## config.mk

```make
export PLATFORM = sky130hd
export DESIGN_NAME = iq_integrate_dump
export DESIGN_NICKNAME = d
export VERILOG_FILES = /design/src/rtl/iq_integrate_dump.sv
export SDC_FILE = /design/constraint.sdc
export NUM_CORES = 1
export LEC_CHECK = 0
export CORE_ASPECT_RATIO = 1.75
export CORE_MARGIN = 2
export CORE_UTILIZATION = 30
export DETAILED_ROUTE_END_ITERATION = 8
export GPL_ROUTABILITY_DRIVEN = 1
export GPL_TIMING_DRIVEN = 0
export SLEW_MARGIN = 20
export SYNTH_ARGS = -nofsm -noshare
export SYNTH_HDL_FRONTEND = slang
export SYNTH_SLANG_ARGS = --single-unit
export TNS_END_PERCENT = 100
```

## constraint.sdc

```tcl
create_clock -name clk -period 4.2 [get_ports clk]
set_clock_uncertainty 0.05 [all_clocks]
set_input_delay 1.05 -clock clk [delete_from_list [all_inputs] [get_ports clk]]
set_output_delay 1.05 -clock clk [all_outputs]
set_load 0.02 [all_outputs]
```

## src/rtl/iq_integrate_dump.sv

```systemverilog
// rtl/iq_integrate_dump.sv - symbol-rate I/Q integrate-and-dump with scaling, saturation and SYNC realignment
//
// Sums SPS matched I/Q samples per symbol, shifts the sums right by OUT_SHIFT,
// clamps them to O_WIDTH and emits one registered I/Q pair per symbol.
//
// Ports:
//   clk, rst                 clock, asynchronous active-high reset
//   I_tdata/I_tvalid         signed in-phase sample stream
//   Q_tdata/Q_tvalid         signed quadrature sample stream
//   SYNC                     symbol-boundary strobe from timing recovery
//   SYM_I_tdata/SYM_Q_tdata  integrated, scaled, saturated symbol (held between pulses)
//   SYM_tvalid               one-cycle pulse per symbol
//   SAT                      pulses with SYM_tvalid when either channel clamped
//   ALIGN_ERR                sticky flag, I_tvalid and Q_tvalid disagreed
//   DROP                     one-cycle pulse when SYNC discarded a partial window

module iq_integrate_dump #(
    parameter int I_WIDTH   = 16,
    parameter int O_WIDTH   = 16,
    parameter int ACC_WIDTH = 24,
    parameter int SPS       = 8,
    parameter int OUT_SHIFT = 2
) (
    input  logic               clk,
    input  logic               rst,
    input  logic [I_WIDTH-1:0] I_tdata,
    input  logic               I_tvalid,
    input  logic [I_WIDTH-1:0] Q_tdata,
    input  logic               Q_tvalid,
    input  logic               SYNC,
    output logic [O_WIDTH-1:0] SYM_I_tdata,
    output logic [O_WIDTH-1:0] SYM_Q_tdata,
    output logic               SYM_tvalid,
    output logic               SAT,
    output logic               ALIGN_ERR,
    output logic               DROP
);

    localparam int CNT_W = $clog2(SPS);

    if (SPS < 2) begin : g_bad_sps
        $error("iq_integrate_dump: SPS must be at least 2");
    end
    if (ACC_WIDTH < I_WIDTH + $clog2(SPS)) begin : g_bad_acc
        $error("iq_integrate_dump: ACC_WIDTH too small for I_WIDTH and SPS");
    end
    if (ACC_WIDTH < O_WIDTH) begin : g_bad_out
        $error("iq_integrate_dump: ACC_WIDTH must be at least O_WIDTH");
    end

    // Clamp limits expressed one bit wider than the accumulator so the
    // comparison is always signed and never overflows.
    localparam logic signed [ACC_WIDTH:0] SAT_MAX =
        {{(ACC_WIDTH - O_WIDTH + 2){1'b0}}, {(O_WIDTH - 1){1'b1}}};
    localparam logic signed [ACC_WIDTH:0] SAT_MIN =
        {{(ACC_WIDTH - O_WIDTH + 2){1'b1}}, {(O_WIDTH - 1){1'b0}}};

    logic signed [ACC_WIDTH-1:0] acc_i_q, acc_i_d;
    logic signed [ACC_WIDTH-1:0] acc_q_q, acc_q_d;
    logic [CNT_W-1:0]            cnt_q, cnt_d;
    logic [O_WIDTH-1:0]          sym_i_q, sym_i_d;
    logic [O_WIDTH-1:0]          sym_q_q, sym_q_d;
    logic                        sym_tvalid_q, sym_tvalid_d;
    logic                        sat_q, sat_d;
    logic                        align_err_q, align_err_d;
    logic                        drop_q, drop_d;

    logic                        accept;
    logic                        last;
    logic signed [ACC_WIDTH-1:0] samp_i_ext, samp_q_ext;
    logic signed [ACC_WIDTH-1:0] sum_i, sum_q;
    logic [O_WIDTH:0]            res_i, res_q;

    // Returns {clamped, value}: arithmetic shift then clamp to O_WIDTH.
    function automatic logic [O_WIDTH:0] scale_sat(input logic signed [ACC_WIDTH-1:0] s);
        logic signed [ACC_WIDTH:0] ext;
        logic signed [ACC_WIDTH:0] r;
        ext = {s[ACC_WIDTH-1], s};
        r   = ext >>> OUT_SHIFT;
        if (r > SAT_MAX) begin
            scale_sat = {1'b1, SAT_MAX[O_WIDTH-1:0]};
        end else if (r < SAT_MIN) begin
            scale_sat = {1'b1, SAT_MIN[O_WIDTH-1:0]};
        end else begin
            scale_sat = {1'b0, r[O_WIDTH-1:0]};
        end
    endfunction

    assign accept     = I_tvalid & Q_tvalid;
    assign last       = (cnt_q == CNT_W'(SPS - 1));
    assign samp_i_ext = {{(ACC_WIDTH - I_WIDTH){I_tdata[I_WIDTH-1]}}, I_tdata};
    assign samp_q_ext = {{(ACC_WIDTH - I_WIDTH){Q_tdata[I_WIDTH-1]}}, Q_tdata};
    assign sum_i      = acc_i_q + samp_i_ext;
    assign sum_q      = acc_q_q + samp_q_ext;
    assign res_i      = scale_sat(sum_i);
    assign res_q      = scale_sat(sum_q);

    always_comb begin
        acc_i_d      = acc_i_q;
        acc_q_d      = acc_q_q;
        cnt_d        = cnt_q;
        sym_i_d      = sym_i_q;
        sym_q_d      = sym_q_q;
        sym_tvalid_d = 1'b0;
        sat_d        = 1'b0;
        drop_d       = 1'b0;
        align_err_d  = align_err_q | (I_tvalid ^ Q_tvalid);

        // SYNC wins over window completion: a full window coinciding with
        // SYNC is discarded and the incoming sample opens the new window.
        if (SYNC) begin
            drop_d = (cnt_q != '0);
            if (accept) begin
                acc_i_d = samp_i_ext;
                acc_q_d = samp_q_ext;
                cnt_d   = CNT_W'(1);
            end else begin
                acc_i_d = '0;
                acc_q_d = '0;
                cnt_d   = '0;
            end
        end else if (accept) begin
            if (last) begin
                acc_i_d      = '0;
                acc_q_d      = '0;
                cnt_d        = '0;
                sym_i_d      = res_i[O_WIDTH-1:0];
                sym_q_d      = res_q[O_WIDTH-1:0];
                sym_tvalid_d = 1'b1;
                sat_d        = res_i[O_WIDTH] | res_q[O_WIDTH];
            end else begin
                acc_i_d = sum_i;
                acc_q_d = sum_q;
                cnt_d   = cnt_q + CNT_W'(1);
            end
        end
    end

    always_ff @(posedge clk or posedge rst) begin
        if (rst) begin
            acc_i_q      <= '0;
            acc_q_q      <= '0;
            cnt_q        <= '0;
            sym_i_q      <= '0;
            sym_q_q      <= '0;
            sym_tvalid_q <= 1'b0;
            sat_q        <= 1'b0;
            align_err_q  <= 1'b0;
            drop_q       <= 1'b0;
        end else begin
            acc_i_q      <= acc_i_d;
            acc_q_q      <= acc_q_d;
            cnt_q        <= cnt_d;
            sym_i_q      <= sym_i_d;
            sym_q_q      <= sym_q_d;
            sym_tvalid_q <= sym_tvalid_d;
            sat_q        <= sat_d;
            align_err_q  <= align_err_d;
            drop_q       <= drop_d;
        end
    end

    assign SYM_I_tdata = sym_i_q;
    assign SYM_Q_tdata = sym_q_q;
    assign SYM_tvalid  = sym_tvalid_q;
    assign SAT         = sat_q;
    assign ALIGN_ERR   = align_err_q;
    assign DROP        = drop_q;

endmodule

```

After elaboration in Yosys (flattened, before gate mapping) --
Cells that the tools add are included.
Storage, ports and cells: register bits after elaboration 87, latch bits 0, memory bits (writable) 0, memory bits (read-only) 0, input bits 37, output and inout port bits 36, logic and storage cells 48, memories 0
Cells by class: add/subtract/negate cells 3, multipliers 0, div/mod/pow operators 0, magnitude comparators 4, equal/unequal tests 1, shifts and indexed selects 0, multiplexer cells 23, bitwise logic cells 5, reduce and logical (&&, ||, !) cells 3
Operators with widths (count):
- 2-to-1 mux 24 bit | 8
- 2-to-1 mux 17 bit | 4
- adder 24 x 16 -> 24 bit | 2
- > comparator 22 x 16 -> 1 bit, second input constant | 2
- < comparator 22 x 16 -> 1 bit, second input constant | 2
- 2-to-1 mux 3 bit | 3
- 2-to-1 mux 1 bit | 8
- adder 3 x 1 -> 3 bit, second input constant | 1
- == test 3 bit, second input constant | 1
- AND reduction 3 bit | 1
- nonzero test 3 bit | 1
- OR 1 bit | 2
- nonzero test 2 bit | 1
- bitwise AND 1 bit | 1
- NOT 1 bit | 1
- bitwise XOR 1 bit | 1

Depth between registers and ports, before layout --
depth after elaboration 8, depth in mapped cells 13, mapped depth without buffers 13

Least setup slack after synthesis --
OpenSTA, ideal clock, no wires.
kind input -> register, start point input Q_tdata[0], end point register sym_q_q[9], in the netlist SYM_Q_tdata[9], library setup time 0.121 ns, arrival 3.837 ns, data required time 4.029 ns, setup slack 0.192 ns, stages 13, path buffers 1, cells stage by stage ha_1 -> fa_1 -> a211oi_2 -> o211ai_1 -> nand3_1 -> nand3_2 -> or4b_1 -> a31oi_1 -> or4b_4 -> nand2_4 -> buf_12 -> nand2_1 -> a22o_1
On the way: longest elaborated chain between the ends 4, elaborated cells between the ends (all ways) 5, those cells by class add/sub: 1; order compare: 2; mux: 2
RTL lines:
- from (decl) | RTL line 28 | input logic [I_WIDTH-1:0] Q_tdata,
- adder 24 x 16 -> 24 bit (*) | RTL line 94 | assign sum_q = acc_q_q + samp_q_ext;
- < comparator 22 x 16 -> 1 bit | RTL line 82 | end else if (r < SAT_MIN) begin
- 2-to-1 mux 17 bit | RTL line 82
- 2-to-1 mux 17 bit (*) | RTL line 80 | if (r > SAT_MAX) begin
- to (signal assigned) | RTL line 155 | sym_q_q <= sym_q_d;
- to (decl) | RTL line 62 | logic [O_WIDTH-1:0] sym_q_q, sym_q_d;
Mark *: on every way between the ends. The rest lies on a longest branch, timed or not. A chain may end at the register's enable or synchronous reset.

Worst setup path after layout --
start point input Q_tdata[0], end point register sym_q_q[11], in the netlist SYM_Q_tdata[11]
Same word-level chain as after synthesis.

==> flow_summary.yaml <==
grt:
  grt_start_max_net_pins: 57
  grt_usage: 0.1786
  antenna_found_initial: 0
  grt_pass1_wl_um: 31200
  grt_pass1_vias: 5963
  gr-total-overflow: 0
clock_tree:
  clock_path_buffers: 2
  clkTransAtPathRegs_ns: 0.07
  insertion_delay_ns: 0.36
  cts_tree: "built"
  cts.sinks: 87
  numCtsBuffers: 9
  root_buffer: "clkbuf_16"
  ctsHtreeMaxLevel: 3
yosys:
  ys_types: 72
  yosys_warnings: 0
  synth_seq_cells: 87
  syn-num-nets: 809
  synth_edf_count: 0
  syn-cell-area_mm2: 0.006332
  synthCells: 720
  avgSynthCellArea_um2: 8.795
  ys_seq_area_frac: 0.3438
  ys_async_sr_fraction: 1.000
  synth_ff_type: "dfrtp_1"
power:
  vdd_ir_drop_max_v: 0.0002017
  powerDensity_mw_per_mm2: 375.3
  p_leak_nw: 3.510
layout:
  seq_area_mm2: 0.002177
  final_common_cell: "nand2_1"
  multi_input_area_mm2: 0.004164
  syn2layout_area_growth_pct: 28.31
  num-nets-final: 913
  fill_cells: 2145
  mostFrequentLayoutCells: "92 x nand2_1, 87 x dfrtp_1, 65 x o21ai_0, 65 x clkdlybuf4s50_1, 59 x a21oi_1"
  drive_above_1_share: 0.1110
  diodes: 0
timing:
  hold_slack_ns: 0.4192
  worstMarginPinSlew_ns: 0.7277
  final-hold-violation-count: 0
  maxSlewViolCount: 0
  setup_viol_count_final: 0
  min_period_over_period: 0.9801
  max_freq_mhz: 242.9
  slew_headroom: 0.5131
  timing.final.crit_period_ns: 4.116
  setup_ws_ns: 0.08357
critical_path:
  r2r-end: "SYM_Q_tdata[11]$_DFFE_PP0P_"
  critPathLaunch: "Q_tdata[0]"
  crit_family: "simple AND/OR/NAND/NOR gates"
  cp-endpoint: "SYM_Q_tdata[11]$_DFFE_PP0P_"
  cp_data_arrival_time_ns: 4.31
  cp.required_ns: 4.40
  r2r-start: "acc_q_q[0]$_DFFE_PP0P_"
  rrSetupSlack_ns: 0.60
  slowest_delay_ns: 0.54
  reg2reg_depth: 13
  end_kind: "register"
  criticalPathCategory: "primary input to register"
  path_buf_inv: 2
  critPathSlowestCell: "or4b_4"
  path_depth: 14
  cp_max_fo: 5
  critPathLaunchType: "primary input"
  path_cells: "clkdlybuf4s15_1 -> ha_4 -> fa_2 -> a211oi_2 -> o211ai_1 -> nand3_1 -> nand3_4 -> or4b_1 -> a31oi_1 -> or4b_4 -> nand2_8 -> buf_12 -> nand2_1 -> a22o_1"
drt:
  ant_nets: 0
  drt-pass1-iter-count: 5
  routed_wl_um: 19720
  drcViolationCount: 0
  wl_met2_um: 11130
  routedWlPerCell_um: 18.24
  wl_met1_um: 7180
  highest_layer: "met4"
  initialDrtViolationCount: 239
  viasPerCell: 5.620
  dr_wl_met3_um: 675
  vias: 6075
floorplan:
  core_region_area_mm2: 0.02085
  dieHeight_um: 196.2
  die_x_um: 113.8
  start_util: 0.3038
  rows: 70
  io_pins: 73
  die_area_mm2: 0.02233
worst_hold_path:
  hold_path.class: "register to register"
placed_design:
  place_congestion: 0.9227
  place_hpwl_um: 15000
  port_buffers: 71
  post-place-ws_ns: -0.9091
run_status:
  status: "finished clean"
run:
  maxCapViolCount: 0
[worst min path at each step]
stage	start	to	slack (ns)	cells after the start
final	ALIGN_ERR$_DFF_PP0_	ALIGN_ERR$_DFF_PP0_	0.42	1
after detailed placement	ALIGN_ERR$_DFF_PP0_	ALIGN_ERR$_DFF_PP0_	0.40	1
after global routing	ALIGN_ERR$_DFF_PP0_	ALIGN_ERR$_DFF_PP0_	0.44	1
after CTS	ALIGN_ERR$_DFF_PP0_	ALIGN_ERR$_DFF_PP0_	0.42	1
after floorplan	cnt_q[0]$_DFFE_PP0P_	cnt_q[0]$_DFFE_PP0P_	0.45	2
after global placement	ALIGN_ERR$_DFF_PP0_	ALIGN_ERR$_DFF_PP0_	0.41	1
[layer usage]
metal / up-vias / track usage
li1: 2888 / -
met1: 2978 / 0.1842
met2: 160 / 0.3520
met3: 49 / 0.02595
met4: 0 / 0.07046
met5: - / 0
[registers in the layout, summed over array words and instances, names as in the netlist]
register     count
ALIGN_ERR        1
SAT              1
SYM_I_tdata     16
SYM_tvalid       1
DROP             1
acc_i_q         24
acc_q_q         24
cnt_q            3
SYM_Q_tdata     16
[cells in the mapped netlist, types with 5 or more instances]
cell type	instances	area, µm²
nor2_1	51	191.4
o211ai_1	5	37.54
nand3_1	10	50.05
o31ai_1	9	67.56
nand4_1	9	56.30
xor2_1	21	183.9
a22o_1	20	175.2
and3_1	7	43.79
a21o_1	13	97.59
o21a_1	8	60.06
dfrtp_1	87	2177
a21oi_1	62	310.3
xnor2_1	23	201.4
a211oi_1	7	52.55
and2_1	5	31.28
ha_1	50	625.6
a221oi_1	7	61.31
nand2_1	93	349.1
nor3_1	9	45.04
o21ai_0	72	360.4
mux2i_1	6	60.06
inv_1	14	52.55
o2bb2ai_1	6	52.55
a31oi_1	7	43.79
clkbuf_1	23	86.33
a22oi_1	24	180.2
[timing repair]
item                                    4_1_cts  5_1_grt
gates cloned                                  0        1
pin swaps                                    13       21
gates resized for setup                      22       34
endpoints found under the setup margin       32       29
buffers inserted                             10       10
hold buffers                                  0        0
endpoints found under the hold margin         0        0
[where the power goes]
part / total (mW) / leakage, nW / switching (mW) / internal [mW]
clock network: 0.915 / 0.158 / 0.385 / 0.530
registers: 0.932 / 1.17 / 0.0395 / 0.893
logic: 1.20 / 2.19 / 0.705 / 0.497
total: 3.05 / 3.51 / 1.13 / 1.92
[area by class of cell]
class / instances / area share
plain buffers: 30 / 0.01956
flip-flops and latches: 87 / 0.2679
inverters: 17 / 0.008469
clock buffers: 9 / 0.02772
multi-input cells: 586 / 0.5125
repair buffers: 93 / 0.1121
clock inverters: 7 / 0.01294
well taps: 252 / 0.03881
[cells by family (layout without fill, tap and decap cells)]
logic type,count (synthesis),count (layout),synth area share
AOI/OAI and AO/OA,273,273,0.2885
and+or+nand+nor,210,210,0.1533
DFF,87,87,0.3438
adders and majority gates,52,52,0.1051
buffers and inverters,47,156,0.03517
xor gates and xnor gates,45,45,0.06461
muxes,6,6,0.009485
[per-stage QoR]
step,std cells,setup TNS [ns],instance area (µm²),power [mW],util
after floorplan,720,0,6332,1.700,-
after global placement,1043,-86.50,7358,1.975,0.3530
after detailed placement,1044,-23.96,7391,1.986,0.3546
after CTS,1070,-0.1628,7910,2.975,0.3795
after global routing,1081,-0.6933,8125,3.220,0.3898
final,1081,0,8125,3.049,0.3898
Note: power is estimated with default switching activity, not from simulation.
